`config.mk`:
```
export PLATFORM = sky130hd
export DESIGN_NAME = uart_tx_fsm
export DESIGN_NICKNAME = d
export VERILOG_FILES = /design/src/rtl/uart_tx_fsm.sv
export SDC_FILE = /design/constraint.sdc
export NUM_CORES = 1
export LEC_CHECK = 0
export ABC_CLOCK_PERIOD_IN_PS = 1600
export BUFFER_PORTS_ARGS = -buffer_cell sky130_fd_sc_hd__buf_4
export CAP_MARGIN = 20
export CORE_AREA = 8 8 45 47
export CTS_CLUSTER_DIAMETER = 100
export CTS_CLUSTER_SIZE = 40
export DETAILED_ROUTE_END_ITERATION = 10
export DIE_AREA = 0 0 53 55
export GPL_ROUTABILITY_DRIVEN = 0
export GPL_TIMING_DRIVEN = 1
export PLACE_DENSITY = 0.69
export SYNTH_ARGS = -nofsm -noshare
export SYNTH_HDL_FRONTEND = slang
export SYNTH_SLANG_ARGS = --single-unit
```
`constraint.sdc`:
```
create_clock -name CLK -period 1.6 [get_ports CLK]
set_input_delay 0.08 -clock CLK [delete_from_list [all_inputs] [get_ports CLK]]
set_output_delay 0.08 -clock CLK [all_outputs]
set_load 0.02 [all_outputs]
```
`src/rtl/uart_tx_fsm.sv`:
```
// uart_tx_fsm: UART transmit framer clocked at the baud rate (one bit per CLK).
// Frame on TX_OUT: start bit (0), BUS_WIDTH data bits LSB first taken from the
// external serializer, an optional parity bit, then a stop bit (1).
// Build option: define UART_TX_PARITY_EN to compile in the parity logic and the
// PARITY state. Without it, PAR_EN and PAR_TYP are ignored, and every frame is
// BUS_WIDTH+2 cycles long.
module uart_tx_fsm #(
    parameter int BUS_WIDTH = 8
) (
    input  logic                 CLK,
    input  logic                 RST,
    input  logic [BUS_WIDTH-1:0] P_DATA,
    input  logic                 Data_Valid,
    input  logic                 PAR_EN,
    input  logic                 PAR_TYP,
    input  logic                 ser_data,
    input  logic                 ser_done,
    output logic                 ser_en,
    output logic                 TX_OUT,
    output logic                 Busy,
    output logic                 ser_err
);

    // One spare bit so the counter can reach BUS_WIDTH without wrapping.
    localparam int               CNT_W    = $clog2(BUS_WIDTH) + 1;
    localparam logic [CNT_W-1:0] CNT_LAST = CNT_W'(BUS_WIDTH - 1);

    typedef enum logic [2:0] {
        IDLE   = 3'd0,
        START  = 3'd1,
        DATA   = 3'd2,
`ifdef UART_TX_PARITY_EN
        PARITY = 3'd3,
`endif
        STOP   = 3'd4
    } state_t;

    state_t               state_q, state_d;
    logic [CNT_W-1:0]     cnt_q, cnt_d;
    logic [BUS_WIDTH-1:0] data_q, data_d;
    logic                 ser_err_q, ser_err_d;
    logic                 accept;

`ifdef UART_TX_PARITY_EN
    logic par_en_q, par_en_d;
    logic par_typ_q, par_typ_d;
    logic par_bit;

    // Parity comes from the word captured at acceptance, never the live bus.
    assign par_bit = (^data_q) ^ par_typ_q;
`else
    // Parity controls and the captured word have no consumer in this build.
    logic unused_par_cfg;
    assign unused_par_cfg = ^{PAR_EN, PAR_TYP, data_q};
`endif

    // Next-state logic: framing sequence, word acceptance and the DATA guard.
    always_comb begin
        state_d   = state_q;
        cnt_d     = cnt_q;
        data_d    = data_q;
        ser_err_d = 1'b0;
        accept    = 1'b0;
`ifdef UART_TX_PARITY_EN
        par_en_d  = par_en_q;
        par_typ_d = par_typ_q;
`endif
        case (state_q)
            IDLE: begin
                if (Data_Valid) begin
                    accept  = 1'b1;
                    state_d = START;
                end
            end
            START: begin
                cnt_d   = '0;
                state_d = DATA;
            end
            DATA: begin
                cnt_d = cnt_q + 1'b1;
                // A serializer that never signals done is cut off after
                // BUS_WIDTH bits; a done on that same last bit is a clean exit.
                if (ser_done || (cnt_q == CNT_LAST)) begin
                    ser_err_d = ~ser_done;
`ifdef UART_TX_PARITY_EN
                    state_d   = par_en_q ? PARITY : STOP;
`else
                    state_d   = STOP;
`endif
                end
            end
`ifdef UART_TX_PARITY_EN
            PARITY: begin
                state_d = STOP;
            end
`endif
            STOP: begin
                // Accepting here lets frames run back to back with no idle gap.
                if (Data_Valid) begin
                    accept  = 1'b1;
                    state_d = START;
                end else begin
                    state_d = IDLE;
                end
            end
            default: begin
                state_d = IDLE;
            end
        endcase

        if (accept) begin
            data_d    = P_DATA;
`ifdef UART_TX_PARITY_EN
            par_en_d  = PAR_EN;
            par_typ_d = PAR_TYP;
`endif
        end
    end

    // Output decode from the registered state only.
    always_comb begin
        TX_OUT = 1'b1;
        Busy   = 1'b1;
        ser_en = 1'b0;
        case (state_q)
            IDLE: begin
                Busy = 1'b0;
            end
            START: begin
                TX_OUT = 1'b0;
                ser_en = 1'b1;
            end
            DATA: begin
                TX_OUT = ser_data;
                ser_en = 1'b1;
            end
`ifdef UART_TX_PARITY_EN
            PARITY: begin
                TX_OUT = par_bit;
            end
`endif
            default: begin
                TX_OUT = 1'b1;
            end
        endcase
    end

    assign ser_err = ser_err_q;

    // State, counter and captured-word registers; reset abandons any frame.
    always_ff @(posedge CLK or negedge RST) begin
        if (!RST) begin
            state_q   <= IDLE;
            cnt_q     <= '0;
            data_q    <= '0;
            ser_err_q <= 1'b0;
`ifdef UART_TX_PARITY_EN
            par_en_q  <= 1'b0;
            par_typ_q <= 1'b0;
`endif
        end else begin
            state_q   <= state_d;
            cnt_q     <= cnt_d;
            data_q    <= data_d;
            ser_err_q <= ser_err_d;
`ifdef UART_TX_PARITY_EN
            par_en_q  <= par_en_d;
            par_typ_q <= par_typ_d;
`endif
        end
    end

endmodule

```
Word level (Yosys, flattened, before mapping)
Cells that the tools add are included.
{ "totals": {"reg_bits": 8, "wordCells": 26, "ramBits": 0, "mem_bits_ro": 0, "n_memories": 0, "out_inout_bits": 4, "latchBits": 0} }
{ "op_classes": {"addsub": 1, "mul": 0, "n_mux": 10, "bitwise_logic": 1, "eq_ne": 6, "n_div": 0, "n_reduce_logical": 5, "shift": 0, "n_lt_le_gt_ge": 0} }
{ "ops": {"columns": ["operator", "count"], "rows": [
  ["$pmux 3 s4", 1],
  ["$pmux 4 s2", 1],
  ["$mux 3", 2],
  ["$mux 1", 5],
  ["$add 4x1->4 const B", 1],
  ["$eq 4x3->1 const B", 1],
  ["$ne 2x2->1 const B", 2],
  ["$eq 3x1->1 const B", 1],
  ["$eq 3x2->1 const B", 1],
  ["$eq 3x3->1 const B", 1],
  ["$logic_not 3->1", 1],
  ["$pmux 1 s2", 1],
  ["$reduce_and 2->1", 1],
  ["$reduce_bool 2->1", 1],
  ["$reduce_or 2->1", 1],
  ["$logic_or 1x1->1", 1],
  ["$not 1->1", 1]
]} }

Logic depth before layout (Yosys ltp)
Gate-level depths: netlist (run 1).
{ "depth": {"depth_word": 4, "depth_mapped": 4} }

Least setup slack after synthesis (run 1)
No wires, ideal clock.
{ "synth_path": {"kind": "reg2reg", "from": "register cnt_q[0]", "to": "register cnt_q[2]", "setup_time_ns": 0.127, "path_slack_ns": 0.458, "path_stages_with_launch": 5, "arrival_ns": 1.014, "synth_period_minus_slack_ns": 1.142, "path_cell_list": "dfrtp_1 -> ha_1 -> and4bb_2 -> a21oi_1 -> o22ai_1"} }
{ "synth_via": {"elab_chain_cells": 2} }
{ "synth_lines": {"columns": ["item", "line_no", "rtl"], "rows": [
  ["start: declaration", "39", "logic [CNT_W-1:0] cnt_q, cnt_d;"],
  ["start signal: assignment", "163", "cnt_q <= cnt_d;"],
  ["$add 4x1->4", "80", "cnt_d = cnt_q + 1'b1;"],
  ["$pmux 4 s2", "68", "case (state_q)"]
]} }
Every way passes these cells.
A chain may end at the register's enable or synchronous reset.

Worst setup path after layout (run 1)
{ "layout_path": {"from": "register state_q[0]", "to": "output TX_OUT"} }
{ "layout_via": {"elab_chain_cells": 2, "word_cells_on_any_way": 3} }
{ "layout_lines": {"columns": ["item", "line_no", "rtl"], "rows": [
  ["start: declaration", "38", "state_t state_q, state_d;"],
  ["start signal: assignment", "162", "state_q <= state_d;"],
  ["$eq 3x2->1 / $eq 3x1->1 (equally long branches)", "125", "case (state_q)"],
  ["$pmux 1 s2 *", "125", null],
  ["end: declaration", "19", "output logic TX_OUT,"]
]} }
Every way passes the cells marked *; elsewhere a longest branch is shown, timed or not.

==> run summary, run 1 <==
=================================================================================
Number of warnings issued by yosys .................................            0
Synth Net Count ....................................................           62
Type of destination of the critical path ...........................  output port
Drt first pass iters ...............................................            2
Final antenna-violating net count ..................................            0
Reg2Reg Capture Point ..............................................     cnt_q[2]
Tightest Pin Transition ............................................     316.9 ps
Worst-case clock buffer depth ......................................            2
Setup fix buffers added after clock tree synthesis .................            0
DR vias/cell .......................................................        5.164
Die X-Extent .......................................................        53 um
Worst path arrival time ............................................      1360 ps
H-tree levels ......................................................            1
Clock slew seen by the registers of the worst setup and hold paths .        50 ps
Max-slew violation total from the final report .....................            0
Vias in the first global route .....................................          367
Setup CP Type ...................................................... register to output port
Number of antenna violations at the first check in global routing ..            0
Proportion of layout cells with a drive suffix above 1 .............       26.32%
Post-cts resize count ..............................................            0
Final setup violating endpoints ....................................            0
Clock tree from TritonCTS ..........................................        built
Max rail drop VDD ..................................................    0.7218 mV
Max capacitance violation total ....................................            0
Remaining global-route overflow ....................................            0
Die area ...........................................................     2915 um2
Worst Hold End .....................................................   state_q[0]
Clock Latency Late Sink ............................................       250 ps
Power Total ........................................................    0.9019 mW
Cell leakage power .................................................    0.2471 nW
Cell row count .....................................................           14
Seq/Total Area, Yosys ..............................................       44.44%
Routed wire length .................................................       895 um
Fill cell total of the finished layout .............................          139
Sum of negative setup slack ........................................         0 ps
Clock Sink Count ...................................................            8
Area grow syn2layout ...............................................       23.06%
Drt drc ............................................................            0
Pwr Density ........................................................  1627 nW/um2
Register-to-register setup slack ...................................       360 ps
Min-delay worst type ............................................... primary input to register
Largest net degree at the start of global routing ..................           13
Floorplan Core Area ................................................     1384 um2
Clock root buffer master ...........................................     clkbuf_4
CTS Hold Bufs ......................................................            2
Quantity of I/O buffers inserted on ports ..........................            8
Count of pins on the block boundary ................................           19
Critical hold path startpoint ......................................   Data_Valid
Total routing usage reported by global routing .....................       7.477%
Most frequent cells in the layout .................................. 8 x dfrtp_1, 8 x buf_4, 6 x o21ai_0
Ant. Diodes ........................................................            0
Shortest clock period the worst path allows after layout ...........      1438 ps
WHS Path Cells .....................................................            2
Post-synthesis instance area .......................................    450.4 um2
Worst slew slack as a fraction of its limit ........................       78.87%
TritonCTS Buffers ..................................................            3
Mean routed wirelength per cell ....................................     12.26 um
Worst path required time ...........................................      1520 ps
Count of nets after finishing ......................................           75
Unrepaired setup endpoints after global routing ....................           no
Critical Path Start Type ...........................................     register
Average cell area after synthesis ..................................    9.792 um2
Overall via count from detail_route ................................          377
Starting utilization of the core area ..............................       32.55%
Worst-path maximum fanout ..........................................           10
First-pass GRT wire length .........................................     1.566 mm
RR Startpoint ......................................................     cnt_q[0]
Worst clock skew on the final layout ...............................     3.956 ps
Half-perimeter wire length after detailed placement ................     654.5 um
Count of different cell masters after synthesis ....................           25
Fin crit share .....................................................       89.85%
Drt first-iter violations ..........................................            3
FMAX ...............................................................    695.6 MHz
Final Hold Viols ...................................................            0
Height of the die ..................................................        55 um
Synth Instances ....................................................           46
Outcome ............................................................ complete, no violations
Yosys reg bits .....................................................            8
Path depth of the worst reg2reg path ...............................            4
=================================================================================
-- synth_stat cells --
cell type  instances  share of area (%)
nor4b_1            1                1.9
nand2b_1           3                4.2
buf_4              1                1.7
or2b_1             1                1.7
a41o_1             1                2.2
and2_1             1                1.4
a22oi_1            1                1.7
buf_6              1                2.5
nand3b_1           1                1.7
nor2_1             2                1.7
a21oi_1            4                4.4
nand4_1            1                1.4
o22ai_1            2                2.8
or2_4              1                1.9
and4bb_2           1                2.8
o21ai_0            6                6.7
inv_1              2                1.7
ha_1               1                2.8
nor3_2             1                2.2
nand2_1            2                1.7
nor3_1             1                1.1
dfrtp_1            8                 44
nand3_1            1                1.1
nand2b_4           1                3.1
nor2b_1            1                1.4
-- worst max path at each step --
stage | slack [ps] | cells after the start | start | endpoint
after global routing | 70 | 3 | state_q[0] | ser_en
after global placement | 380 | 4 | cnt_q[0] | cnt_q[2]
after CTS | 170 | 4 | state_q[0] | TX_OUT
final | 160 | 4 | state_q[0] | TX_OUT
after detailed placement | 380 | 4 | cnt_q[0] | cnt_q[2]
after floorplan | 460 | 4 | cnt_q[0] | cnt_q[2]
-- cell families after synthesis --
| kind of cell | count (synthesis) | synth area share (%) |
|---|---|---|
| AO/OA/AOI/OAI | 14 | 17.78 |
| adder cells (fa/ha/maj) | 1 | 2.777 |
| buffers and inverters | 4 | 5.834 |
| flip-flops | 8 | 44.44 |
| AND/OR/NAND/NOR | 19 | 29.17 |
-- final cells by class --
class / instances / area, um2 / share of cell area, %
Tap cell: 16 / 20.02 / 3.612
Multi-Input combinational cell: 34 / 224.0 / 40.41
Inverter: 2 / 7.507 / 1.354
Timing Repair Buffer: 10 / 80.08 / 14.45
Sequential cell: 8 / 200.2 / 36.12
Clock buffer: 3 / 22.52 / 4.063
-- metrics by stage --
stage               hold WS (ps)  setup WS, ps  util (%)  instances  area, um2
detailed placement        -97.40         381.1     36.98         68      511.7
global placement          -97.28         377.1     36.98         68      511.7
floorplan                 -215.6         458.4         -         46      450.4
finish                     34.60         162.4     40.05         73      554.3
CTS                        31.64         166.5     40.05         73      554.3
global route               33.10         69.17     40.05         73      554.3
-- layer usage --
layer	vias up	track usage, %	routed length [um]
met3	2	3.476	52
met4	0	5.172	19
met5	-	0	0
li1	188	-	-
met1	180	7.110	377
met2	7	12.70	446
-- worst max-delay path: stages (launching register included) --
cell	delay [ps]
dfrtp_1	500
or2b_1	290
o21ai_0	80
nand2b_1	70
buf_4	150
-- power by group --
group / switching, mW / internal, mW / total (mW)
Clock: 0.0661 / 0.0857 / 0.152
Sequential: 0.103 / 0.257 / 0.360
Combinational: 0.199 / 0.191 / 0.390
Total: 0.368 / 0.534 / 0.902
-- state kept, by name (all words and copies together) (netlist names) --
register and count:
cnt_q 4, ser_err 1, state_q 3
(Power assumes the default switching activity.)
==> run 2: changes to the inputs <==
Settings changed: ABC_CLOCK_PERIOD_IN_PS 1600 to 1680, REMOVE_ABC_BUFFERS from default to 1.
Clock period 1.6 ns to 1.68 ns, I/O delays scaled along.
==> run summary, run 2 (synthesis results as in run 1) <==
=================================================================================
Outcome ............................................................ complete, no violations
Count of pins on the block boundary ................................           19
Final antenna-violating net count ..................................            0
Clock Latency Late Sink ............................................       260 ps
Most flops, register ...............................................        cnt_q
Shortest clock period the worst path allows after layout ...........      1439 ps
Worst-case clock buffer depth ......................................            2
Worst path arrival time ............................................      1350 ps
Mean routed wirelength per cell ....................................     13.15 um
Ant. Diodes ........................................................            0
Sum of negative setup slack ........................................         0 ps
Final Hold Viols ...................................................            0
Total routing usage reported by global routing .....................       7.701%
Routed wire length .................................................       960 um
Fraction of power spent switching nets .............................       42.10%
Type of destination of the critical path ...........................  output port
Most frequent cells in the layout .................................. 8 x dfrtp_1, 8 x buf_4, 6 x o21ai_0
FMAX ...............................................................    695.0 MHz
Register-to-register setup slack ...................................       450 ps
Vias in the first global route .....................................          354
Clock share of power ...............................................        18.0%
Area post-placement ................................................    511.7 um2
Height of the die ..................................................        55 um
Number of antenna violations at the first check in global routing ..            0
Final setup violating endpoints ....................................            0
Number of non-filler instances in the completed layout .............           73
Half-perimeter wire length after detailed placement ................     643.7 um
Final design area excluding fillers ................................    554.3 um2
Part of the power in registers .....................................        39.3%
Max capacitance violation total ....................................            0
Starting utilization of the core area ..............................       32.55%
Drt first pass iters ...............................................            4
Overall via count from detail_route ................................          382
Min-delay worst type ............................................... primary input to register
Clock Sink Count ...................................................            8
Clock tree from TritonCTS ..........................................        built
DR vias/cell .......................................................        5.233
Cell row count .....................................................           14
Setup CP Type ...................................................... register to output port
Worst slew slack as a fraction of its limit ........................       76.62%
Setup slack after layout ...........................................     241.1 ps
Largest net degree at the start of global routing ..................           13
Proportion of layout cells with a drive suffix above 1 .............       26.32%
Max rail drop VDD ..................................................    0.8361 mV
Pwr Density ........................................................  1587 nW/um2
Fin crit share .....................................................       85.65%
Die area ...........................................................     2915 um2
Drt drc ............................................................            0
Max-slew violation total from the final report .....................            0
Count of nets after finishing ......................................           75
Drt first-iter violations ..........................................            4
Area grow syn2layout ...............................................       23.06%
Cell leakage power .................................................    0.2471 nW
Power Total ........................................................    0.8799 mW
Placed cells .......................................................           68
TritonCTS Buffers ..................................................            3
Flip-flop count of the largest register after layout ...............            4
Worst clock skew on the final layout ...............................     2.502 ps
Remaining global-route overflow ....................................            0
First-pass GRT wire length .........................................     1.566 mm
Floorplan Core Area ................................................     1384 um2
Tightest Pin Transition ............................................     350.7 ps
Combinational Power Share ..........................................        42.7%
Die X-Extent .......................................................        53 um
Worst slack at placement ...........................................     462.3 ps
Switching power of the nets ........................................    0.3704 mW
Quantity of I/O buffers inserted on ports ..........................            8
Clock slew seen by the registers of the worst setup and hold paths .        60 ps
Internal power of the cells ........................................    0.5095 mW
Unrepaired setup endpoints after global routing ....................           no
Clock root buffer master ...........................................     clkbuf_4
H-tree levels ......................................................            1
Worst-path maximum fanout ..........................................           10
Critical Path Start Type ...........................................     register
Worst path required time ...........................................      1600 ps
=================================================================================
[run 2: area by class of cell]
cell class | count | area, um2
Clock buffer | 3 | 22.52
Fill cell | 135 | 829.5
Inverter | 2 | 7.507
Multi-Input combinational cell | 34 | 224.0
Sequential cell | 8 | 200.2
Tap cell | 16 | 20.02
Timing Repair Buffer | 10 | 80.08
[run 2: per-layer routing]
layer / global-route usage [%] / share of wire [%]
met1: 9.752 / 51
met2: 8.594 / 36
met3: 5.615 / 11
met4: 5.172 / 2.6
met5: 0 / 0
[run 2: through the flow]
stage | hold WS [ps] | utilization (%)
detailed placement | -90.09 | 36.98
CTS | 20.24 | 40.05
global route | 27.10 | 40.05
global placement | -91.43 | 36.98
floorplan | -211.6 | -
finish | 23.76 | 40.05
[run 2: timing repair]
item / CTS / global route
gates resized for setup: 0 / 0
setup buffers: 0 / 0
hold buffers: 2 / 0
hold endpoints to repair: 9 / 0
[run 2: power by group through the flow]
stage,sequential (mW),combinational (mW),clock [mW]
floorplan,0.321,0.262,0
global placement,0.342,0.367,0
detailed placement,0.346,0.371,0
CTS,0.343,0.379,0.164
global route,0.355,0.412,0.172
finish,0.346,0.375,0.159
[run 2: worst paths after layout]
path | startpoint | endpoint | depth (start not counted)
min reg2reg | cnt_q[3] | cnt_q[3] | 2
min in group asynchronous | RST | state_q[2] | 2
max | state_q[0] | TX_OUT | 4
min | Data_Valid | state_q[0] | 2
max reg2reg | cnt_q[0] | cnt_q[2] | 4
max in group asynchronous | RST | cnt_q[2] | 2
[run 2: critical path: stages (launching register included)]
cell and delay (ps):
dfrtp_1 490, or2b_1 290, o21ai_0 90, nand2b_1 70
buf_4 150
==> run 3: changes to the inputs <==
Settings changed: CELL_PAD_IN_SITES_DETAIL_PLACEMENT from default to 1, CELL_PAD_IN_SITES_GLOBAL_PLACEMENT from default to 1, CORE_AREA 8 8 45 47 to default, CORE_MARGIN from default to 8, CORE_UTILIZATION from default to 34, DIE_AREA 0 0 53 55 to default, PLACE_DENSITY 0.69 to 0.87.
==> run summary, run 3 (synthesis results as in run 1) <==
=================================================================================
Mean routed wirelength per cell ....................................     15.11 um
Drt drc ............................................................            0
Min-delay worst type ............................................... primary input to register
Shortest clock period the worst path allows after layout ...........      1467 ps
Setup fix buffers added after clock tree synthesis .................            0
Number of antenna violations at the first check in global routing ..            0
Worst path arrival time ............................................      1380 ps
Drt first-iter violations ..........................................            5
Unrepaired setup endpoints after global routing ....................           no
Starting utilization of the core area ..............................       35.50%
DR vias/cell .......................................................        5.500
Outcome ............................................................ complete, no violations
Register-to-register setup slack ...................................       420 ps
Area post-placement ................................................    510.5 um2
Max capacitance violation total ....................................            0
Drt first pass iters ...............................................            2
Final Hold Viols ...................................................            0
Worst path required time ...........................................      1600 ps
Floorplan Core Area ................................................     1269 um2
Storage element area ...............................................    200.2 um2
Cell leakage power .................................................    0.2471 nW
Reg2Reg Capture Point ..............................................     cnt_q[2]
Worst-case clock buffer depth ......................................            2
Overall via count from detail_route ................................          396
Routed length on met2 ..............................................       600 um
Routed wire length .................................................     1.088 mm
Clock slew seen by the registers of the worst setup and hold paths .        50 ps
Count of nets after finishing ......................................           75
Die area ...........................................................     2745 um2
Flip-flop count of the largest register after layout ...............            4
Fill cell total of the finished layout .............................          155
Cell row count .....................................................           13
Max rail drop VDD ..................................................    0.6054 mV
Vias in the first global route .....................................          449
Area grow syn2layout ...............................................       22.78%
First-pass GRT wire length .........................................     1.904 mm
Path depth of the worst reg2reg path ...............................            4
Post-cts resize count ..............................................            0
Pwr Density ........................................................  1589 nW/um2
Footprint of the multi-input gates .................................    224.0 um2
Proportion of layout cells with a drive suffix above 1 .............       26.32%
Met3 wire length ...................................................        15 um
Crit path to .......................................................       TX_OUT
Tightest Pin Transition ............................................     364.0 ps
Final antenna-violating net count ..................................            0
Remaining global-route overflow ....................................            0
Count of pins on the block boundary ................................           19
Quantity of I/O buffers inserted on ports ..........................            8
Critical Path Start Type ...........................................     register
Clock tree from TritonCTS ..........................................        built
Final design area excluding fillers ................................    553.0 um2
Height of the die ..................................................     52.40 um
Origin of the worst setup path .....................................   state_q[0]
Worst clock skew on the final layout ...............................     3.871 ps
FMAX ...............................................................    681.5 MHz
Most flops, register ...............................................        cnt_q
Die X-Extent .......................................................     52.40 um
TritonCTS Buffers ..................................................            3
Sum of negative setup slack ........................................         0 ps
M1 WL ..............................................................       441 um
Worst-path maximum fanout ..........................................           10
Largest net degree at the start of global routing ..................           13
Final setup violating endpoints ....................................            0
Clock Latency Late Sink ............................................       250 ps
Worst slew slack as a fraction of its limit ........................       75.73%
Uppermost layer routed .............................................         met4
RR Startpoint ......................................................     cnt_q[0]
Half-perimeter wire length after detailed placement ................     825.7 um
Clock root buffer master ...........................................     clkbuf_4
Total routing usage reported by global routing .....................       9.231%
Ant. Diodes ........................................................            0
Type of destination of the critical path ...........................  output port
Setup CP Type ...................................................... register to output port
Fin crit share .....................................................       87.35%
Most frequent cells in the layout .................................. 8 x dfrtp_1, 8 x buf_4, 6 x o21ai_0
H-tree levels ......................................................            1
Max-slew violation total from the final report .....................            0
Clock Sink Count ...................................................            8
=================================================================================
run 3: cell counts in the layout (fill, tap and decap cells not counted):
Identical to the previous run, type by type.
run 3: worst min path at each step:
stage                           from          to  slack (ps)  depth (start not counted)
after floorplan                  RST    cnt_q[0]        -210                          0
after global placement           RST     ser_err         -90                          1
after detailed placement         RST     ser_err         -90                          1
after CTS                 Data_Valid  state_q[0]          40                          2
after global routing      Data_Valid  state_q[0]          40                          2
final                     Data_Valid  state_q[0]          40                          2
run 3: cell type report:
class / instances / share of cell area, %
timing repair buffer: 10 / 14.48
sequential: 8 / 36.20
multi-input combinational: 34 / 40.50
inverter: 2 / 1.357
tap: 15 / 3.394
clock buffer: 3 / 4.072
run 3: timing repair:
action / 4_1_cts / 5_1_grt
endpoints found under the setup margin: 0 / 0
hold buffers: 2 / 0
hold endpoints to repair: 9 / 0
run 3: per-layer routing:
| metal | vias to the layer above | track usage (%) |
|---|---|---|
| met2 | 4 | 15.22 |
| met5 | - | 0 |
| met3 | 2 | 1.136 |
| met4 | 0 | 8.621 |
| li1 | 189 | - |
| met1 | 201 | 9.887 |
run 3: where the power goes:
group	leakage (nW)	internal, mW	switching, mW	total [mW]
Clock	0.0138	0.0817	0.0649	0.147
Sequential	0.107	0.245	0.106	0.351
Combinational	0.126	0.182	0.199	0.381
run 3: critical path: stages, from the launching register on:
cell and delay, ps:
dfrtp_1 510, or2b_1 300, o21ai_0 90, nand2b_1 70, buf_4 150
run 3: through the flow:
step / utilization [%] / worst slack (ps) / hold WS (ps) / cells / power, mW
after global routing: 43.59 / 141.3 / 40.89 / 72 / 0.9550
after CTS: 43.59 / 206.0 / 41.20 / 72 / 0.8895
after floorplan: - / 533.5 / -211.6 / 44 / 0.5830
after detailed placement: 40.24 / 423.0 / -88.54 / 67 / 0.7397
final: 43.59 / 212.6 / 43.39 / 72 / 0.8787
after global placement: 40.24 / 441.7 / -94.56 / 67 / 0.7132
